## config.mk

```make
export PLATFORM = sky130hd
export DESIGN_NAME = alu_decode_stage
export DESIGN_NICKNAME = d
export VERILOG_FILES = /design/src/rtl/alu_decode_pkg.sv /design/src/rtl/alu_decode_stage_dec.sv /design/src/rtl/alu_decode_stage.sv
export SDC_FILE = /design/constraint.sdc
export NUM_CORES = 1
export LEC_CHECK = 0
export ABC_AREA = 1
export CAP_MARGIN = 10
export CORE_ASPECT_RATIO = 0.7
export CORE_MARGIN = 2
export CORE_UTILIZATION = 35
export CTS_BUF_LIST = sky130_fd_sc_hd__clkbuf_4
export DETAILED_ROUTE_END_ITERATION = 12
export PLACE_DENSITY = 0.64
export SLEW_MARGIN = 5
export SYNTH_ARGS = -nofsm -noshare
export SYNTH_HDL_FRONTEND = slang
export SYNTH_HIERARCHICAL = 1
export SYNTH_SLANG_ARGS = --single-unit
```

## constraint.sdc

```tcl
create_clock -name clk -period 11.71 [get_ports clk]
set_input_delay 2.9275 -clock clk [delete_from_list [all_inputs] [get_ports clk]]
set_output_delay 2.9275 -clock clk [all_outputs]
set_load 0.01 [all_outputs]
```

## src/rtl/alu_decode_pkg.sv

```systemverilog
// Shared opcode/funct/ALU-code constants and decode-select types used by the
// decode stage, ALU and control units.
package alu_decode_pkg;

  localparam logic [5:0] OP_RTYPE = 6'b000000;
  localparam logic [5:0] OP_ADDI  = 6'b001000;
  localparam logic [5:0] OP_ANDI  = 6'b001100;
  localparam logic [5:0] OP_LW    = 6'b100011;
  localparam logic [5:0] OP_SW    = 6'b101011;
  localparam logic [5:0] OP_BEQ   = 6'b000100;
  localparam logic [5:0] OP_BNE   = 6'b000101;
  localparam logic [5:0] OP_J     = 6'b000010;

  localparam logic [5:0] FN_ADD = 6'b100000;
  localparam logic [5:0] FN_SUB = 6'b100010;
  localparam logic [5:0] FN_AND = 6'b100100;
  localparam logic [5:0] FN_OR  = 6'b100101;
  localparam logic [5:0] FN_SLT = 6'b101010;

  typedef enum logic [3:0] {
    ALU_ADD = 4'b0000,
    ALU_SUB = 4'b0001,
    ALU_AND = 4'b0010,
    ALU_OR  = 4'b0011,
    ALU_SLT = 4'b0100,
    ALU_NOP = 4'b1111
  } alu_op_t;

  typedef enum logic [1:0] {
    BSEL_ZERO = 2'd0,
    BSEL_RT   = 2'd1,
    BSEL_IMM  = 2'd2
  } bsel_t;

  typedef struct packed {
    logic reg_write;
    logic mem_read;
    logic mem_write;
    logic branch;
    logic branch_ne;
    logic jump;
  } ctrl_t;

  localparam ctrl_t CTRL_NONE = '0;

endpackage

```

## src/rtl/alu_decode_stage_dec.sv

```systemverilog
// alu_op_decoder: purely combinational instruction decode, no state.
// Produces ALU op, control flags, operand selects, extended immediate and dest reg.
module alu_op_decoder
  import alu_decode_pkg::*;
#(
  parameter int WIDTH = 32
) (
  input  logic [31:0]      i_instr,
  output alu_op_t          o_alu_op,
  output ctrl_t            o_ctrl,
  output bsel_t            o_bsel,
  output logic             o_use_rs,
  output logic [WIDTH-1:0] o_imm,
  output logic [4:0]       o_write_reg,
  output logic             o_illegal
);

  logic [5:0] w_opcode;
  logic [5:0] w_funct;
  logic       w_zext;
  logic       w_unused_rs;

  assign w_opcode    = i_instr[31:26];
  assign w_funct     = i_instr[5:0];
  // rs number is consumed by the register file, not here
  assign w_unused_rs = ^i_instr[25:21];

  assign o_imm = w_zext ? {{(WIDTH-16){1'b0}}, i_instr[15:0]}
                        : {{(WIDTH-16){i_instr[15]}}, i_instr[15:0]};

  always_comb begin
    o_alu_op    = ALU_NOP;
    o_ctrl      = CTRL_NONE;
    o_bsel      = BSEL_ZERO;
    o_use_rs    = 1'b1;
    o_write_reg = 5'd0;
    o_illegal   = 1'b0;
    w_zext      = 1'b0;
    case (w_opcode)
      OP_RTYPE: begin
        o_bsel           = BSEL_RT;
        o_ctrl.reg_write = 1'b1;
        o_write_reg      = i_instr[15:11];
        case (w_funct)
          FN_ADD:  o_alu_op = ALU_ADD;
          FN_SUB:  o_alu_op = ALU_SUB;
          FN_AND:  o_alu_op = ALU_AND;
          FN_OR:   o_alu_op = ALU_OR;
          FN_SLT:  o_alu_op = ALU_SLT;
          default: o_illegal = 1'b1;
        endcase
      end
      OP_ADDI, OP_ANDI, OP_LW: begin
        o_alu_op         = (w_opcode == OP_ANDI) ? ALU_AND : ALU_ADD;
        w_zext           = (w_opcode == OP_ANDI);
        o_bsel           = BSEL_IMM;
        o_ctrl.reg_write = 1'b1;
        o_ctrl.mem_read  = (w_opcode == OP_LW);
        o_write_reg      = i_instr[20:16];
      end
      OP_SW: begin
        o_alu_op         = ALU_ADD;
        o_bsel           = BSEL_IMM;
        o_ctrl.mem_write = 1'b1;
      end
      OP_BEQ, OP_BNE: begin
        o_alu_op         = ALU_SUB;
        o_bsel           = BSEL_RT;
        o_ctrl.branch    = 1'b1;
        o_ctrl.branch_ne = (w_opcode == OP_BNE);
      end
      OP_J: begin
        o_ctrl.jump = 1'b1;
        o_use_rs    = 1'b0;
      end
      default: o_illegal = 1'b1;
    endcase
  end

endmodule

```

## src/rtl/alu_decode_stage.sv

```systemverilog
// ID/EX pipeline register: captures decoded instruction, one clk edge latency.
// Stall holds every output; Flush or InValid=0 loads a bubble; illegal ops load a bubble + Illegal.
module alu_decode_stage
  import alu_decode_pkg::*;
#(
  parameter int WIDTH = 32
) (
  input  logic             clk,
  input  logic             reset,
  input  logic [31:0]      Instruction,
  input  logic             InValid,
  input  logic             Stall,
  input  logic             Flush,
  input  logic [WIDTH-1:0] ReadData1,
  input  logic [WIDTH-1:0] ReadData2,
  output logic [3:0]       ALUcontrol,
  output logic [WIDTH-1:0] OperandA,
  output logic [WIDTH-1:0] OperandB,
  output logic [WIDTH-1:0] StoreData,
  output logic [4:0]       WriteReg,
  output logic             RegWrite,
  output logic             MemRead,
  output logic             MemWrite,
  output logic             Branch,
  output logic             BranchNe,
  output logic             Jump,
  output logic             ExValid,
  output logic             Illegal
);

  alu_op_t          w_alu_op;
  ctrl_t            w_ctrl;
  bsel_t            w_bsel;
  logic             w_use_rs;
  logic [WIDTH-1:0] w_imm;
  logic [4:0]       w_write_reg;
  logic             w_illegal;
  logic [WIDTH-1:0] w_operand_b;
  logic             w_update;
  logic             w_load;
  logic             w_set_ill;

  alu_op_t          r_alu_op;
  ctrl_t            r_ctrl;
  logic [WIDTH-1:0] r_operand_a;
  logic [WIDTH-1:0] r_operand_b;
  logic [WIDTH-1:0] r_store_data;
  logic [4:0]       r_write_reg;
  logic             r_valid;
  logic             r_illegal;

  alu_op_decoder #(.WIDTH(WIDTH)) u_dec (
    .i_instr     (Instruction),
    .o_alu_op    (w_alu_op),
    .o_ctrl      (w_ctrl),
    .o_bsel      (w_bsel),
    .o_use_rs    (w_use_rs),
    .o_imm       (w_imm),
    .o_write_reg (w_write_reg),
    .o_illegal   (w_illegal)
  );

  always_comb begin
    w_operand_b = '0;
    case (w_bsel)
      BSEL_RT:  w_operand_b = ReadData2;
      BSEL_IMM: w_operand_b = w_imm;
      default:  w_operand_b = '0;
    endcase
  end

  // Flush overrides Stall; anything that is not a clean load becomes a bubble.
  assign w_update  = Flush || !Stall;
  assign w_load    = !Flush && InValid && !w_illegal;
  assign w_set_ill = !Flush && InValid && w_illegal;

  always_ff @(posedge clk or posedge reset) begin
    if (reset) begin
      r_alu_op     <= ALU_NOP;
      r_ctrl       <= CTRL_NONE;
      r_operand_a  <= '0;
      r_operand_b  <= '0;
      r_store_data <= '0;
      r_write_reg  <= 5'd0;
      r_valid      <= 1'b0;
      r_illegal    <= 1'b0;
    end else if (w_update) begin
      r_alu_op     <= w_load ? w_alu_op : ALU_NOP;
      r_ctrl       <= w_load ? w_ctrl : CTRL_NONE;
      r_operand_a  <= (w_load && w_use_rs) ? ReadData1 : '0;
      r_operand_b  <= w_load ? w_operand_b : '0;
      r_store_data <= (w_load && w_ctrl.mem_write) ? ReadData2 : '0;
      r_write_reg  <= w_load ? w_write_reg : 5'd0;
      r_valid      <= w_load;
      r_illegal    <= w_set_ill;
    end
  end

  assign ALUcontrol = r_alu_op;
  assign OperandA   = r_operand_a;
  assign OperandB   = r_operand_b;
  assign StoreData  = r_store_data;
  assign WriteReg   = r_write_reg;
  assign RegWrite   = r_ctrl.reg_write;
  assign MemRead    = r_ctrl.mem_read;
  assign MemWrite   = r_ctrl.mem_write;
  assign Branch     = r_ctrl.branch;
  assign BranchNe   = r_ctrl.branch_ne;
  assign Jump       = r_ctrl.jump;
  assign ExValid    = r_valid;
  assign Illegal    = r_illegal;

endmodule

```

==> key figures <==
Floorplan
  – # IOs: roughly 210
  – Die area: between 15000 and 20000 um2
  – Die height: ~110 um
  – Std cell rows: 38
  – Core area: 15700 um2
  – Chip Width: 157 um
  – Initial core utilization: approximately 36%

Clock network
  – # hold bufs at CTS: 0
  – Post-CTS Setup Bufs: 0
  – CTS tree: yes
  – H-tree depth: 4
  – Clock buffer depth: 2
  – Skew-Pair Late Insertion Delay: roughly 0.52 ns
  – PostCTS Resize Cnt: 0
  – CTS Sinks: between 100 and 150
  – Cts bufs inserted: 17
  – Root buffer cell: clkbuf_4
  – Clock-pin slew on the worst setup and hold paths: about 0.11 ns

Global routing
  – Initial antenna violation count: 0
  – First-pass GRT wire length: about 27000 um
  – Number of global-route vias before repair: between 5000 and 6000
  – Largest net degree at the start of global routing: about 110
  – GRT Residual Overflow: 0
  – Total GRT Usage: between 10% and 20%

Pwr
  – Power density of the placed cells: 98.3 nW/um2
  – Max VDD drop: about 0.044 mV
  – Lkg Pwr: 3.99 nW

Synth
  – Seq/Total Area, Yosys: just under 50%
  – Synth cell types: 23
  – Post-Syn Nets: 871
  – Post-Synth XOR/XNOR Area: 0%
  – Synth Area in Simple Gates: between 30% and 40%
  – Post-Syn Area: around 5700 um2
  – Synth Area in Adders: less than 1%
  – Syn avg cell area: 7.42 um2
  – Post-synthesis mux area share: 0%
  – #FFs+latches synth: 113
  – Largest family of logic cells by synthesized area: simple AND/OR/NAND/NOR gates
  – Ys Warns: 6
  – Cells after synthesis: 768
  – Synth Area in Compound Gates: under 10%

Route
  – DRT iter0 DRCs: about 230
  – Antenna-violating nets left: 0
  – DRC viols: 0
  – Wl on met1: ~7900 um
  – Met3 routed WL: ~1600 um
  – Vias: slightly above 5000
  – Total routed wirelength: 16600 um
  – DR pass1 iterations: 4
  – Met2 wire len: 7050 um
  – Uppermost layer routed: met4
  – Routed wire length per instance: between 10 and 15 um
  – Vias per cell: about 4.5

Layout
  – Diodes inserted: 0
  – Area Overhead vs Synth: 39.9%
  – Commonest non-fill, non-tap cell in the layout: nand2_1
  – Share of post-route cells with drive strength above 1: 6.97%
  – Most used cells in the layout excluding fill and tap cells: 375 x nand2_1, 208 x clkdlybuf4s50_1, 109 x dfrtp_1
  – Finished Cell Area: 7970 um2
  – Nets: ~1000

Timing
  – Crit share post-route: 46.5%
  – Worst clock skew: 0 ns
  – Fin crit period: around 5.4 ns
  – Setup TNS: 0 ns
  – Unrepaired setup endpoints after global routing: false
  – Fin. Hold Viols: 0
  – Setup violations, final: 0
  – Slew margin rel.: between 20% and 30%
  – Slew Viols, Final: 0
  – Worst-Margin Slew: ~1.1 ns
  – Fmax: roughly 0.18 GHz

Critical path
  – CP required: roughly 12 ns
  – Crit start category: primary input
  – Most frequent CP cell: buf_4
  – CP max FO: approximately 110
  – CP peak stage delay: 0.90 ns
  – CP arrival: about 5.9 ns
  – Class of the most critical setup path: primary input to flop
  – Crit path max-delay cell type: buf_4
  – Crit-path cells: clkdlybuf4s50_1, inv_2, nor2_4, buf_4, nor2_2, buf_4, nand3_1, nand2_1
  – Crit. End Element: flop

Run status
  – Status: finished, final reports clean

Placement
  – DP Area: between 7000 and 8000 um2
  – Post-DP HPWL: approximately 11000 um
  – Routability Congestion: 0.747
  – Port bufs: 208

Job
  – Max Cap Violations: 0

Worst hold path
  – Hold Crit Class: flop to flop
[critical path, delay by kind of cell]
| family | cells | cell delay [ns] |
|---|---|---|
| buffers and inverters | 4 | 1.81 |
| and+or+nand+nor | 4 | 0.97 |
[where the power goes]
part | leakage [nW] | switching, mW | internal (mW) | total [mW]
Clock | 0.139 | 0.172 | 0.128 | 0.301
Combinational | 2.29 | 0.0463 | 0.0418 | 0.0881
Sequential | 1.56 | 0.00154 | 0.393 | 0.395
Total | 3.99 | 0.220 | 0.563 | 0.784
[layer usage]
metal,global-route usage [%],vias to the layer above
li1,-,2644
met1,27.8,2355
met2,28.9,176
met3,7.23,10
met4,5.20,0
met5,0,-
[stage by stage]
stage,power [mW],util (%),instances,setup slack [ns],hold WS (ns)
floorplan,0.447,-,768,5.80,0.473
global placement,0.492,49.0,1115,5.70,0.460
detailed placement,0.492,49.0,1115,5.69,0.462
CTS,0.795,50.8,1147,6.27,0.486
global route,0.826,50.8,1147,6.09,0.509
finish,0.784,50.8,1147,6.27,0.479
[final cells by class]
class / instances / area [um2]
clock inverters: 15 / 159
clock buffers: 17 / 128
inverters: 58 / 220
multi-input cells: 528 / 2240
flip-flops and latches: 113 / 2830
well taps: 200 / 250
repair buffers: 216 / 2140
fillers: 1579 / 7720
[Yosys cell counts]
master      n  share of area, %
a21oi_1    33               2.9
a22o_1      5              0.77
buf_2      29               2.5
buf_4      31               4.1
clkbuf_1    9              0.59
dfrtp_1   109                48
dfstp_2     4               1.8
ha_1        2              0.44
inv_1      55               3.6
inv_2       3              0.20
nand2_1   375                25
nand2_2     2              0.22
nand3_1    42               3.7
nand3_2     3              0.53
nand4_1     1              0.11
nor2_1     44               2.9
nor2_2      7              0.77
nor2_4      4              0.79
nor2_8      1              0.35
o21ai_0     3              0.26
o21bai_1    4              0.53
o22a_2      1              0.18
or2_2       1              0.11
[worst paths after layout]
kind | start | cells after the start | to | slack [ns]
worst max-delay path | Stall | 8 | StoreData[18] | 6.27
worst min-delay path | ALUcontrol[2] | 2 | ALUcontrol[2] | 0.48
max in group asynchronous | reset | 3 | OperandB[18] | 7.53
min in group asynchronous | reset | 2 | OperandA[0] | 2.80
worst max register to register | ALUcontrol[0] | 2 | ALUcontrol[0] | 10.94
worst min register to register | ALUcontrol[2] | 2 | ALUcontrol[2] | 0.48
[registers in the layout, summed over array words and instances (netlist names), 4 cells and up]
register	cells
ALUcontrol	4
OperandA	32
StoreData	32
WriteReg	5
OperandB	32
[cells by family after synthesis]
kind of cell | count (synthesis)
AOI/OAI and AO/OA | 46
adders and majority gates | 2
buffers and inverters | 127
DFF | 113
and+or+nand+nor | 480
Note: power is estimated with default switching activity, not from simulation.
==> variant 1, RTL diff (same flow settings) <==
`WIDTH` is set to 32 in 2 places; all go to 64.
--- a/src/rtl/alu_decode_stage_dec.sv
+++ b/src/rtl/alu_decode_stage_dec.sv
@@ -3,7 +3,7 @@
 module alu_op_decoder
   import alu_decode_pkg::*;
 #(
-  parameter int WIDTH = 32
+  parameter int WIDTH = 64
 ) (
   input  logic [31:0]      i_instr,
   output alu_op_t          o_alu_op,
--- a/src/rtl/alu_decode_stage.sv
+++ b/src/rtl/alu_decode_stage.sv
@@ -3,7 +3,7 @@
 module alu_decode_stage
   import alu_decode_pkg::*;
 #(
-  parameter int WIDTH = 32
+  parameter int WIDTH = 64
 ) (
   input  logic             clk,
   input  logic             reset,
Interface: changed (5 resized); port bits go from 214 to 374. No check against the original RTL was run, so the function may have changed too.
==> variant 1 against the unedited design <==
Design area grew 82%. Sequential cell count grew 96. Utilization shrank 0.81 points. Worst hold slack lost 0.0090 ns. Critical path depth grew 6. Register-to-register slack is essentially flat. Setup slack lost 0.13 ns. Wire length grew 110%. First-iteration DRC count grew to 3.0 times the old value. Global-route usage grew 2.4 points. Via count grew 86%. Power grew 100%. Die area grew 78%. Synthesized area grew 81%.
==> variant 1: results (changes against the unedited design) <==
Layout
  • Non-clock buffers: 379 (was 216)
  • Fin nets: 1846 (was 1037)
  • Share of cells above drive strength 1: 7.61% (was 6.97%)
  • Filler Cell Count: 2827 (was 1579)
  • Non-CTS inverters: 90 (was 58)
  • Clock buf count: 85 (was 17)
  • FF/Latch Area: 0.00524 mm2 (was 0.00283 mm2)
  • ClkCell Share: 5.20% (was 3.59%)
  • Area taken by multi-input logic gates: 0.00390 mm2 (was 0.00224 mm2)
  • Number of diodes: 1 (was 0)
  • Non-clk buf share: 26.0% (was 26.9%)

GRT
  • M3 GR Usage: 8.26% (was 7.23%)
  • M1 GR Usage: 30.1% (was 27.8%)
  • Pin count of the biggest net entering global routing: 138 (was 107)
  • First-pass GRT wire length: 54000 um (was 27000 um)
  • Initial antenna violation count: 1 (was 0)
  • Vias in the first global route: 9565 (was 5147)
  • Gr usage total: 22.3% (was 19.8%)

Placement
  • IO buf count: 368 (was 208)
  • Placed cell count: 2000 (was 1115)
  • Hpwl dp: 22700 um (was 11000 um)

Critical path
  • CP max stage cell: nor2_4 (was buf_4)
  • R2r setup slk: 10.95 ns (was 10.94 ns)
  • Reg2reg end: ALUcontrol[3] (was ALUcontrol[0])
  • Largest stage delay on the critical path: 0.64 ns (was 0.90 ns)
  • CP Max Fanout: 48 (was 106)
  • Worst r2r src: ALUcontrol[3] (was ALUcontrol[0])
  • Worst setup path startpoint: Instruction[5] (was Stall)

Clock tree
  • CTS Buf Count: 55 (was 17)
  • Clk_lat worst skew: 0.70 ns (was 0.52 ns)
  • CTS Sinks: 209 (was 113)
  • Clk buf depth: 3 (was 2)

Drt
  • DRT iter0 DRCs: 680 (was 226)
  • Vias after detailed routing: 9653 (was 5185)
  • M1 wire length: 15500 um (was 7880 um)
  • Top layer in use: met5 (was met4)
  • WL met2: 15000 um (was 7050 um)
  • Met3 wire len: 3470 um (was 1580 um)

Power
  • P_int: 0.00117 W (was 0.000563 W)
  • Worst VDD drop: 57.2 uV (was 44.0 uV)
  • Seq power: 0.000729 W (was 0.000395 W)
  • P_comb: 0.000152 W (was 0.0000881 W)
  • Leakage power: 7.27 nW (was 3.99 nW)

Yosys
  • Netlist cell types: 25 (was 23)
  • Seq/Total Area, Yosys: 50.7% (was 49.7%)
  • Post-synth top cells: 695 x nand2_1, 205 x dfrtp_1, 87 x inv_1, 79 x nor2_1, 74 x nand3_1 (was 375 x nand2_1, 109 x dfrtp_1, 55 x inv_1, 44 x nor2_1, 42 x nand3_1)
  • EDFF count, synth: 0 (unchanged)
  • Syn nets: 1552 (was 871)

Timing
  • Headroom to the max-slew limit: 26.1% (was 27.8%)

Outcome
  • Status: complete, no violations (unchanged)
-- variant 1: metrics by stage --
stage / area, um2 / util (%) / power, W / hold slack (ns) / setup slack, ns
3_5_place_dp: 13700 / 47.4 / 0.000897 / 0.462 / 5.46
3_3_place_gp: 13700 / 47.4 / 0.000896 / 0.458 / 5.51
2_1_floorplan: 10300 / - / 0.000823 / 0.473 / 3.08
5_1_grt: 14500 / 50.0 / 0.00166 / 0.486 / 5.87
4_1_cts: 14500 / 50.0 / 0.00161 / 0.473 / 6.24
6_report: 14500 / 50.0 / 0.00158 / 0.470 / 6.14
-- variant 1: logic make-up (layout without fill, tap and decap cells) --
family	count (synthesis)	after routing	share of synthesized area, %
flip-flops	209	209	50.7
buffers and inverters	232	569	11.7
AND/OR/NAND/NOR	864	864	33.2
adder cells (fa/ha/maj)	2	2	0.243
other	0	1	0
AO/OA/AOI/OAI	78	78	4.11
-- variant 1: worst max-delay path, delay by kind of cell --
family / cells / cell delay (ns)
simple gates: 9 / 1.91
buf+inv: 5 / 1.26
==> variant 2, RTL diff (config.mk and constraints unchanged) <==
Without the edit above. Reset style: synchronous (`reset`), changed in one clocked block.
--- a/src/rtl/alu_decode_stage.sv
+++ b/src/rtl/alu_decode_stage.sv
@@ -74,7 +74,7 @@
   assign w_load    = !Flush && InValid && !w_illegal;
   assign w_set_ill = !Flush && InValid && w_illegal;
 
-  always_ff @(posedge clk or posedge reset) begin
+  always_ff @(posedge clk) begin
     if (reset) begin
       r_alu_op     <= ALU_NOP;
       r_ctrl       <= CTRL_NONE;
Function: differs if reset is asserted again (counterexample within 4 cycles, from zero or initial values and one cycle with reset high); with reset held inactive, the same outputs for 10 cycles.
==> variant 2 against the unedited design <==
Synthesized area down 8.3%. Power grew 4.1%. Die area down 8.1%. Sequential cell count unchanged. Global-route usage rose by 0.096 points. Critical path depth rose by 3. Clock skew did not move. Setup slack lost 0.31 ns. Wire length shrank 5.0%. Design area decreased by 6.1%. Critical endpoint is now OperandB[15]. Highest routed layer unchanged.
==> variant 2: results (changes against the unedited design) <==
Min path
  • Hold Path Stages: 2 (unchanged)

Yosys
  • Seq/Total Area, Yosys: 43.3% (was 49.7%)
  • Dominant synthesized flop cell: dfxtp_1 (was dfrtp_1)
  • Netlist cell types: 24 (was 23)
  • Asr flop ratio synth: 0% (was 100%)
  • Largest cells by area after synthesis: dfxtp_1 43%, nand2_1 19%, a21oi_1 14% (was dfrtp_1 48%, nand2_1 25%, buf_4 4.1%)
  • Syn nets: 851 (was 871)
  • Post-synth top cells: 262 x nand2_1, 142 x a21oi_1, 113 x dfxtp_1, 46 x nand3_1, 39 x inv_1 (was 375 x nand2_1, 109 x dfrtp_1, 55 x inv_1, 44 x nor2_1, 42 x nand3_1)

Drt
  • Routed WL per cell: 14.2 um (was 14.5 um)
  • Via-to-Cell Ratio: 4.75 (was 4.52)
  • DRT iter0 DRCs: 362 (was 226)

Clock tree
  • Clk_lat worst skew: 0.49 ns (was 0.52 ns)
  • Clock transition at path regs: 0.09 ns (was 0.11 ns)
  • Clk buf depth: 2 (unchanged)

Placement
  • Gpl congestion: 0.777 (was 0.747)
  • Cell Area, Placed: 0.00714 mm2 (was 0.00769 mm2)
  • Hpwl dp: 10400 um (was 11000 um)

GRT
  • Pin count of the biggest net entering global routing: 95 (was 107)
  • Initial antenna violation count: 1 (was 0)
  • First-pass GRT wire length: 25300 um (was 27000 um)
  • Vias in the first global route: 4811 (was 5147)
  • Gr usage total: 19.9% (was 19.8%)

Critical path
  • CP Max Fanout: 41 (was 106)
  • Crit path DAT: 6.16 ns (was 5.86 ns)
  • Largest stage delay on the critical path: 0.71 ns (was 0.90 ns)
  • CP max stage cell: nand4_1 (was buf_4)
  • Worst path top cell family by delay: simple AND/OR/NAND/NOR gates (was buffers and inverters)

Timing
  • Headroom to the max-slew limit: 27.9% (was 27.8%)

Die
  • Die area: 0.0159 mm2 (was 0.0173 mm2)

Outcome
  • Status: complete, no violations (unchanged)

Layout
  • Filler Cell Count: 1471 (was 1579)
  • Fin nets: 1005 (was 1037)
  • Share of cells above drive strength 1: 6.56% (was 6.97%)

Power
  • Worst VDD drop: 60.7 uV (was 44.0 uV)
  • Leakage power: 2.62 nW (was 3.99 nW)
## variant 2: changes by cell type after synthesis, sizes merged, moves of 31 or more
cell | unedited run | this run
dfxtp | 0 | 113
nand2 | 377 | 264
a21oi | 33 | 142
dfrtp | 109 | 0
nor2 | 56 | 25
## variant 2: cell families (layout without fill, tap and decap cells)
logic type / after synthesis / after routing / share of synthesized area [%]
other cells: 0 / 1 / 0
flops: 113 / 113 / 43.3
fa+ha+maj: 2 / 2 / 0.479
simple gates: 341 / 341 / 27.7
compound gates: 169 / 169 / 16.7
buf+inv: 123 / 289 / 11.9
## variant 2: through the flow
step | setup WS, ns | std cells
2_1_floorplan | 7.34 | 748
3_3_place_gp | 5.41 | 1077
3_5_place_dp | 5.40 | 1077
4_1_cts | 5.95 | 1108
5_1_grt | 5.64 | 1110
6_report | 5.96 | 1110
## variant 2: worst reg2reg max path, delay by kind of cell (launching register included)
family	cells	cell delay (ns)
flops	1	0.32
compound gates	2	0.22
## variant 2: worst paths after layout
| kind | to | slack (ns) | startpoint |
|---|---|---|---|
| setup reg to reg | OperandA[21] | 11.04 | OperandA[21] |
| hold reg to reg | StoreData[1] | 0.47 | StoreData[1] |
| setup / recovery | OperandB[15] | 5.96 | Instruction[29] |
| hold / removal | StoreData[1] | 0.47 | StoreData[1] |
## variant 2: report_power, final
| part | internal [W] | switching [W] | leakage [nW] | total, W |
|---|---|---|---|---|
| Combinational | 0.0000421 | 0.0000440 | 1.53 | 0.0000861 |
| Sequential | 0.000387 | 0.00000156 | 0.913 | 0.000389 |
| Clock | 0.000192 | 0.000148 | 0.169 | 0.000341 |
| Total | 0.000622 | 0.000194 | 2.62 | 0.000816 |
## variant 2: layout make-up
type                       count  area, um2  area share, %
antenna                        1       2.50         0.0334
clock buffer                  19        143           1.91
clock inverter                12        190           2.54
inverter                      43        161           2.16
multi-input combinational    512       2340           31.3
sequential                   113       2260           30.2
tap                          195        244           3.26
timing repair buffer         215       2140           28.6
## variant 2: metal layers
| layer | GRT usage (%) | vias up | wire length [um] |
|---|---|---|---|
| li1 | - | 2685 | - |
| met1 | 28.2 | 2400 | 7740 |
| met2 | 29.6 | 179 | 6760 |
| met3 | 6.31 | 10 | 1190 |
| met4 | 4.18 | 0 | 119 |
| met5 | 0 | - | 0 |
